--- src/rtl/mips_pkg.sv ---
// Shared definitions for the multicycle MIPS core: FSM states, opcode/funct
// constants, ALU operation encoding and the ALU evaluation helper.
package mips_pkg;

    localparam int XLEN = 32;

    typedef enum logic [2:0] {
        FETCH,
        DECODE,
        EXEC,
        MEM,
        WB,
        HALT
    } state_e;

    localparam logic [5:0] OP_RTYPE = 6'h00;
    localparam logic [5:0] OP_J     = 6'h02;
    localparam logic [5:0] OP_BEQ   = 6'h04;
    localparam logic [5:0] OP_BNE   = 6'h05;
    localparam logic [5:0] OP_ADDI  = 6'h08;
    localparam logic [5:0] OP_LW    = 6'h23;
    localparam logic [5:0] OP_SW    = 6'h2B;

    localparam logic [5:0] F_ADD = 6'h20;
    localparam logic [5:0] F_SUB = 6'h22;
    localparam logic [5:0] F_AND = 6'h24;
    localparam logic [5:0] F_OR  = 6'h25;
    localparam logic [5:0] F_SLT = 6'h2A;

    typedef enum logic [2:0] {
        ALU_ADD,
        ALU_SUB,
        ALU_AND,
        ALU_OR,
        ALU_SLT
    } alu_op_e;

    // Everything that is not an R-type ALU op uses the adder (addi, address calc).
    function automatic alu_op_e alu_op_for(input logic [5:0] op, input logic [5:0] funct);
        alu_op_e sel;
        sel = ALU_ADD;
        if (op == OP_RTYPE) begin
            case (funct)
                F_SUB:   sel = ALU_SUB;
                F_AND:   sel = ALU_AND;
                F_OR:    sel = ALU_OR;
                F_SLT:   sel = ALU_SLT;
                default: sel = ALU_ADD;
            endcase
        end
        return sel;
    endfunction

    function automatic logic [XLEN-1:0] alu_eval(input alu_op_e op,
                                                 input logic [XLEN-1:0] a,
                                                 input logic [XLEN-1:0] b);
        logic [XLEN-1:0] res;
        case (op)
            ALU_SUB: res = a - b;
            ALU_AND: res = a & b;
            ALU_OR:  res = a | b;
            ALU_SLT: res = {{(XLEN-1){1'b0}}, ($signed(a) < $signed(b))};
            default: res = a + b;
        endcase
        return res;
    endfunction

endpackage

--- src/rtl/mips_regfile.sv ---
// Register file for the multicycle MIPS core: two asynchronous read ports,
// one synchronous write port, R0 hard-wired to zero, asynchronous active-low reset.
module mips_regfile
    import mips_pkg::*;
#(
    parameter int NUM_REGS = 32,
    localparam int AW = $clog2(NUM_REGS)
) (
    input  logic            clk,
    input  logic            reset,
    input  logic [AW-1:0]   raddr_a,
    output logic [XLEN-1:0] rdata_a,
    input  logic [AW-1:0]   raddr_b,
    output logic [XLEN-1:0] rdata_b,
    input  logic            we,
    input  logic [AW-1:0]   waddr,
    input  logic [XLEN-1:0] wdata
);

    logic [XLEN-1:0] regs_q [NUM_REGS];
    logic [XLEN-1:0] regs_d [NUM_REGS];

    always_comb begin
        regs_d = regs_q;
        if (we && (waddr != '0)) begin
            regs_d[waddr] = wdata;
        end
    end

    always_ff @(posedge clk or negedge reset) begin
        if (!reset) begin
            for (int i = 0; i < NUM_REGS; i++) begin
                regs_q[i] <= '0;
            end
        end else begin
            regs_q <= regs_d;
        end
    end

    assign rdata_a = (raddr_a == '0) ? '0 : regs_q[raddr_a];
    assign rdata_b = (raddr_b == '0) ? '0 : regs_q[raddr_b];

endmodule

--- src/rtl/mips_multicycle_core.sv ---
// Multicycle MIPS subset core with one unified, registered memory port.
// Optional feature macro: MIPS_BNE_EN enables bne (op 05); otherwise op 05 halts.
module mips_multicycle_core
    import mips_pkg::*;
#(
    parameter logic [31:0] RESET_PC = 32'h0000_0000,
    parameter int          NUM_REGS = 32
) (
    input  logic        clk,
    input  logic        reset,
    output logic        mem_req,
    output logic        mem_we,
    output logic [31:0] mem_addr,
    output logic [31:0] mem_wdata,
    input  logic [31:0] mem_rdata,
    input  logic        mem_ready,
    output logic [31:0] pc,
    output logic        halted,
    output logic [31:0] retired
);

    localparam int RAW = $clog2(NUM_REGS);

    state_e      state_q, state_d;
    logic [31:0] pc_q, pc_d;
    logic [31:0] ir_q, ir_d;
    logic [31:0] a_q, a_d;
    logic [31:0] b_q, b_d;
    logic [31:0] imm_q, imm_d;
    logic [31:0] alu_q, alu_d;
    logic [31:0] mdr_q, mdr_d;
    logic [31:0] retired_q, retired_d;
    logic        mem_req_q, mem_req_d;
    logic        mem_we_q, mem_we_d;
    logic [31:0] mem_addr_q, mem_addr_d;
    logic [31:0] mem_wdata_q, mem_wdata_d;

    logic [5:0] op, funct;
    logic [4:0] rs, rt, rd, wsel;
    assign op    = ir_q[31:26];
    assign rs    = ir_q[25:21];
    assign rt    = ir_q[20:16];
    assign rd    = ir_q[15:11];
    assign funct = ir_q[5:0];

    logic [31:0] rf_rdata_a, rf_rdata_b, rf_wdata;
    logic        rf_we;

    assign wsel     = (op == OP_RTYPE) ? rd : rt;
    assign rf_we    = (state_q == WB);
    assign rf_wdata = (op == OP_LW) ? mdr_q : alu_q;

    mips_regfile #(.NUM_REGS(NUM_REGS)) u_regfile (
        .clk     (clk),
        .reset   (reset),
        .raddr_a (rs[RAW-1:0]),
        .rdata_a (rf_rdata_a),
        .raddr_b (rt[RAW-1:0]),
        .rdata_b (rf_rdata_b),
        .we      (rf_we),
        .waddr   (wsel[RAW-1:0]),
        .wdata   (rf_wdata)
    );

    function automatic logic is_legal(input logic [5:0] o, input logic [5:0] f);
        logic ok;
        case (o)
            OP_RTYPE: ok = f inside {F_ADD, F_SUB, F_AND, F_OR, F_SLT};
            OP_ADDI, OP_LW, OP_SW, OP_BEQ, OP_J: ok = 1'b1;
`ifdef MIPS_BNE_EN
            OP_BNE:   ok = 1'b1;
`endif
            default:  ok = 1'b0;
        endcase
        return ok;
    endfunction

    logic br_taken;
    always_comb begin
        br_taken = (op == OP_BEQ) && (a_q == b_q);
`ifdef MIPS_BNE_EN
        if ((op == OP_BNE) && (a_q != b_q)) begin
            br_taken = 1'b1;
        end
`endif
    end

    // FETCH and MEM issue the request on entry and complete on mem_ready,
    // so mem_ready is only looked at while a request is actually outstanding.
    always_comb begin
        state_d     = state_q;
        pc_d        = pc_q;
        ir_d        = ir_q;
        a_d         = a_q;
        b_d         = b_q;
        imm_d       = imm_q;
        alu_d       = alu_q;
        mdr_d       = mdr_q;
        retired_d   = retired_q;
        mem_req_d   = mem_req_q;
        mem_we_d    = mem_we_q;
        mem_addr_d  = mem_addr_q;
        mem_wdata_d = mem_wdata_q;

        case (state_q)
            FETCH: begin
                if (!mem_req_q) begin
                    mem_req_d  = 1'b1;
                    mem_we_d   = 1'b0;
                    mem_addr_d = pc_q;
                end else if (mem_ready) begin
                    mem_req_d = 1'b0;
                    ir_d      = mem_rdata;
                    pc_d      = pc_q + 32'd4;
                    state_d   = DECODE;
                end
            end
            DECODE: begin
                a_d     = rf_rdata_a;
                b_d     = rf_rdata_b;
                imm_d   = {{16{ir_q[15]}}, ir_q[15:0]};
                state_d = is_legal(op, funct) ? EXEC : HALT;
            end
            EXEC: begin
                case (op)
                    OP_LW, OP_SW: begin
                        alu_d   = a_q + imm_q;
                        state_d = MEM;
                    end
                    OP_J: begin
                        pc_d      = {pc_q[31:28], ir_q[25:0], 2'b00};
                        retired_d = retired_q + 32'd1;
                        state_d   = FETCH;
                    end
                    OP_BEQ, OP_BNE: begin
                        if (br_taken) begin
                            pc_d = pc_q + {imm_q[29:0], 2'b00};
                        end
                        retired_d = retired_q + 32'd1;
                        state_d   = FETCH;
                    end
                    default: begin
                        alu_d   = alu_eval(alu_op_for(op, funct), a_q,
                                           (op == OP_ADDI) ? imm_q : b_q);
                        state_d = WB;
                    end
                endcase
            end
            MEM: begin
                if (!mem_req_q) begin
                    mem_req_d   = 1'b1;
                    mem_we_d    = (op == OP_SW);
                    mem_addr_d  = {alu_q[31:2], 2'b00};
                    mem_wdata_d = b_q;
                end else if (mem_ready) begin
                    mem_req_d = 1'b0;
                    mem_we_d  = 1'b0;
                    mdr_d     = mem_rdata;
                    if (op == OP_SW) begin
                        retired_d = retired_q + 32'd1;
                        state_d   = FETCH;
                    end else begin
                        state_d = WB;
                    end
                end
            end
            WB: begin
                retired_d = retired_q + 32'd1;
                state_d   = FETCH;
            end
            HALT: begin
                state_d = HALT;
            end
            default: begin
                state_d = FETCH;
            end
        endcase
    end

    always_ff @(posedge clk or negedge reset) begin
        if (!reset) begin
            state_q     <= FETCH;
            pc_q        <= RESET_PC;
            ir_q        <= '0;
            a_q         <= '0;
            b_q         <= '0;
            imm_q       <= '0;
            alu_q       <= '0;
            mdr_q       <= '0;
            retired_q   <= '0;
            mem_req_q   <= 1'b0;
            mem_we_q    <= 1'b0;
            mem_addr_q  <= '0;
            mem_wdata_q <= '0;
        end else begin
            state_q     <= state_d;
            pc_q        <= pc_d;
            ir_q        <= ir_d;
            a_q         <= a_d;
            b_q         <= b_d;
            imm_q       <= imm_d;
            alu_q       <= alu_d;
            mdr_q       <= mdr_d;
            retired_q   <= retired_d;
            mem_req_q   <= mem_req_d;
            mem_we_q    <= mem_we_d;
            mem_addr_q  <= mem_addr_d;
            mem_wdata_q <= mem_wdata_d;
        end
    end

    assign mem_req   = mem_req_q;
    assign mem_we    = mem_we_q;
    assign mem_addr  = mem_addr_q;
    assign mem_wdata = mem_wdata_q;
    assign pc        = pc_q;
    assign halted    = (state_q == HALT);
    assign retired   = retired_q;

endmodule
--- config.mk ---
export PLATFORM = sky130hd
export DESIGN_NAME = mips_multicycle_core
export DESIGN_NICKNAME = d
export VERILOG_FILES = /design/src/rtl/mips_pkg.sv /design/src/rtl/mips_regfile.sv /design/src/rtl/mips_multicycle_core.sv
export SDC_FILE = /design/constraint.sdc
export NUM_CORES = 2
export LEC_CHECK = 0
export CAP_MARGIN = 10
export CORE_MARGIN = 5
export CORE_UTILIZATION = 45
export CTS_CLUSTER_DIAMETER = 200
export CTS_CLUSTER_SIZE = 25
export DETAILED_ROUTE_END_ITERATION = 12
export PLACE_DENSITY = 0.57
export SYNTH_ARGS = -nofsm -noshare
export SYNTH_HDL_FRONTEND = slang
export SYNTH_SLANG_ARGS = --single-unit
--- constraint.sdc ---
create_clock -name clk -period 11.6 [get_ports clk]
set_input_delay 1.74 -clock clk [delete_from_list [all_inputs] [get_ports clk]]
set_output_delay 1.74 -clock clk [all_outputs]
set_load 0.05 [all_outputs]
==> flow_metrics.tcl <==
set metrics [dict create \
    grt_pass1_wl_um 394000 \
    cp_slowest_cell "o41ai_1" \
    vdd.ir_drop.worst_uv 231 \
    synth-edff-count 0 \
    cp.arrival_ps 6340 \
    maxCapViolCount 0 \
    final_cell_mix "1320 x dfrtp_1, 821 x a21oi_1, 762 x nand2_1" \
    drive_gt1_frac 0.131 \
    slew_headroom 0.146 \
    cts_buffer_depth 3 \
    io_pins 166 \
    post_cts_buffers 0 \
    worst-path-buf-inv 2 \
    yosysUniqueCellTypes 95 \
    track_usage 0.305 \
    power_density_nw_per_um2 272 \
    row_count 149 \
    numCtsBuffers 59 \
    min_path_type "reg2reg" \
    cp_slowest_stage_delay_ps 890 \
    yosysSeqAreaShare 0.449 \
    insertion_delay_ps 760 \
    cts_tree "yes" \
    yosysWarnings 0 \
    path_max_fanout 35 \
    clock.fmax_mhz 177 \
    vias 58200 \
    dieArea_sq_um 173000 \
    critPathKind "reg2reg" \
    nets 7240 \
    ctsHoldBuffers 0 \
    avgSynthCellArea_sq_um 10.1 \
    path_cells "nor2_1 -> nand4b_1 -> buf_4 -> mux2_2 -> ha_1 -> inv_1 -> fa_1 -> a221oi_1 -> o41ai_1 -> o41ai_1 -> a41o_1 -> a21oi_1 -> o41ai_1 -> a221o_1 -> o221ai_1 -> a21oi_1" \
    postSynthCellCount 7321 \
    hold_depth 0 \
    p_leak_nw 34.0 \
    period_share 0.488 \
    yosys.area.top_type_share 0.449 \
    drtIter0Drc 6560 \
    netlist_area_sq_um 74100 \
    hold_violations 0 \
    synth.top_cells.by_area "dfrtp_1 45%, mux4_2 11%, a21oi_1 5.5%" \
    start_util 0.451 \
    routabilityCongestion 0.948 \
    numClockSinks 1330 \
    crit_cells 16 \
    outcome "completed" \
    cp-end-kind "register" \
    wl_per_cell_um 29.3 \
    setup_viol 0 \
    clk_transition_reported_paths_ps 130 \
    core-area_sq_um 164000 \
    maxSlewViolCount 0 \
    htree_levels 2 \
    synth_seq_cells 1330 \
    drt-total-wl_um 271000 \
    fin_setup_tns_ps 0 \
    rsz0062_at_grt "false" \
    die_h_um 416 \
    first_pass_iters 8 \
    antenna_left 0 \
    vias_per_cell 6.30 \
    crit_start "ir_q[27]" \
    drc_errors 0 \
    area_growth_pct 6.85 \
    hold_start "u_regfile.regs_q[1009]" \
    cts_resized 0 \
    final_common_cell "dfrtp_1" \
    grt_pass1_vias 55800 \
    clockRootBuffer "clkbuf_16" \
    r2r_cells 16 \
    cp_common_cell "o41ai_1" \
    worstSetupStartpointType "register" \
    synth_ff_type "dfrtp_1" \
    antenna_found_initial 5 \
    crit_family "compound AO/OA/AOI/OAI gates" \
    grt_remaining_overflow 0 \
    async_reset_ff_frac 1.00 \
    cp.required_ps 12290 \
    timing.rr.start "ir_q[27]" \
    tightest_slew_ps 1250 \
    fin_skew_ps 50.4 \
    grt_max_degree 177 \
    total_power_mw 21.5 \
    io_buffers 163 \
    synth_top_area_cell "dfrtp_1" \
    dpl.hpwl_um 172000 \
    die_w_um 416 \
    period_minus_slack_ps 5660 \
]
power breakdown:
| part | internal, mW | switching, mW | total (mW) |
|---|---|---|---|
| combinational | 4.33 | 6.83 | 11.2 |
| sequential | 6.12 | 1.78 | 7.90 |
| clock | 0.925 | 1.57 | 2.49 |
through the flow:
step | area (sq um) | hold WS, ps | instances | utilization | setup slack [ps]
after global placement | 77600 | 381 | 9167 | 0.472 | 6220
after global routing | 79200 | 425 | 9235 | 0.482 | 5800
final | 79200 | 411 | 9237 | 0.482 | 5940
after detailed placement | 77600 | 387 | 9167 | 0.472 | 6190
after floorplan | 74200 | 445 | 7322 | - | 7180
after CTS | 79200 | 412 | 9232 | 0.481 | 6140
cells in the mapped netlist (101+ instances only):
| library cell | number |
|---|---|
| mux2_2 | 207 |
| inv_1 | 112 |
| o21ai_0 | 650 |
| dfrtp_1 | 1330 |
| buf_2 | 126 |
| clkbuf_1 | 459 |
| nor2_1 | 689 |
| ha_1 | 159 |
| o22ai_1 | 140 |
| mux4_2 | 355 |
| a21oi_1 | 822 |
| nand2_1 | 779 |
| mux2i_1 | 353 |
| xnor2_1 | 101 |
sequential cells by signal, summed over array words and instances (netlist names), 31 cells and up:
| register | flops |
|---|---|
| b_q | 32 |
| mem_addr | 31 |
| mdr_q | 32 |
| retired | 32 |
| ir_q | 32 |
| mem_wdata | 32 |
| u_regfile.regs_q | 1024 |
| a_q | 32 |
| alu_q | 32 |
per-layer routing:
metal,GRT usage,part of all wire,up-vias
li1,-,-,25900
met1,0.426,0.42,29600
met4,0.108,0.042,0
met5,0,0,-
met2,0.484,0.46,2176
met3,0.0497,0.074,453
cells by family after synthesis:
kind of cell / share of synthesized area
fa+ha+maj: 0.0279
compound gates: 0.174
simple gates: 0.103
xor+xnor: 0.0174
mux: 0.188
flops: 0.449
buf+inv: 0.0417
other cells: 0.0000506
path summary, 6_finish.rpt:
kind	to	slack, ps
max	alu_q[30]	5940
max reg2reg	alu_q[30]	5940
min	u_regfile.regs_q[1009]	410
max in group asynchronous	u_regfile.regs_q[1011]	8300
min reg2reg	u_regfile.regs_q[1009]	410
min in group asynchronous	mem_addr[20]	970
cell type report:
class                           count  area (sq um)
Clock buffer                       62          1490
Sequential cell                  1330         33300
Multi-Input combinational cell   5232         38300
Clock inverter                      3          48.8
Inverter                          114           428
Tap cell                         2189          2740
Fill cell                       15300         85200
Antenna cell                        2          5.00
Timing Repair Buffer              305          2870
(Power assumes the default switching activity.)
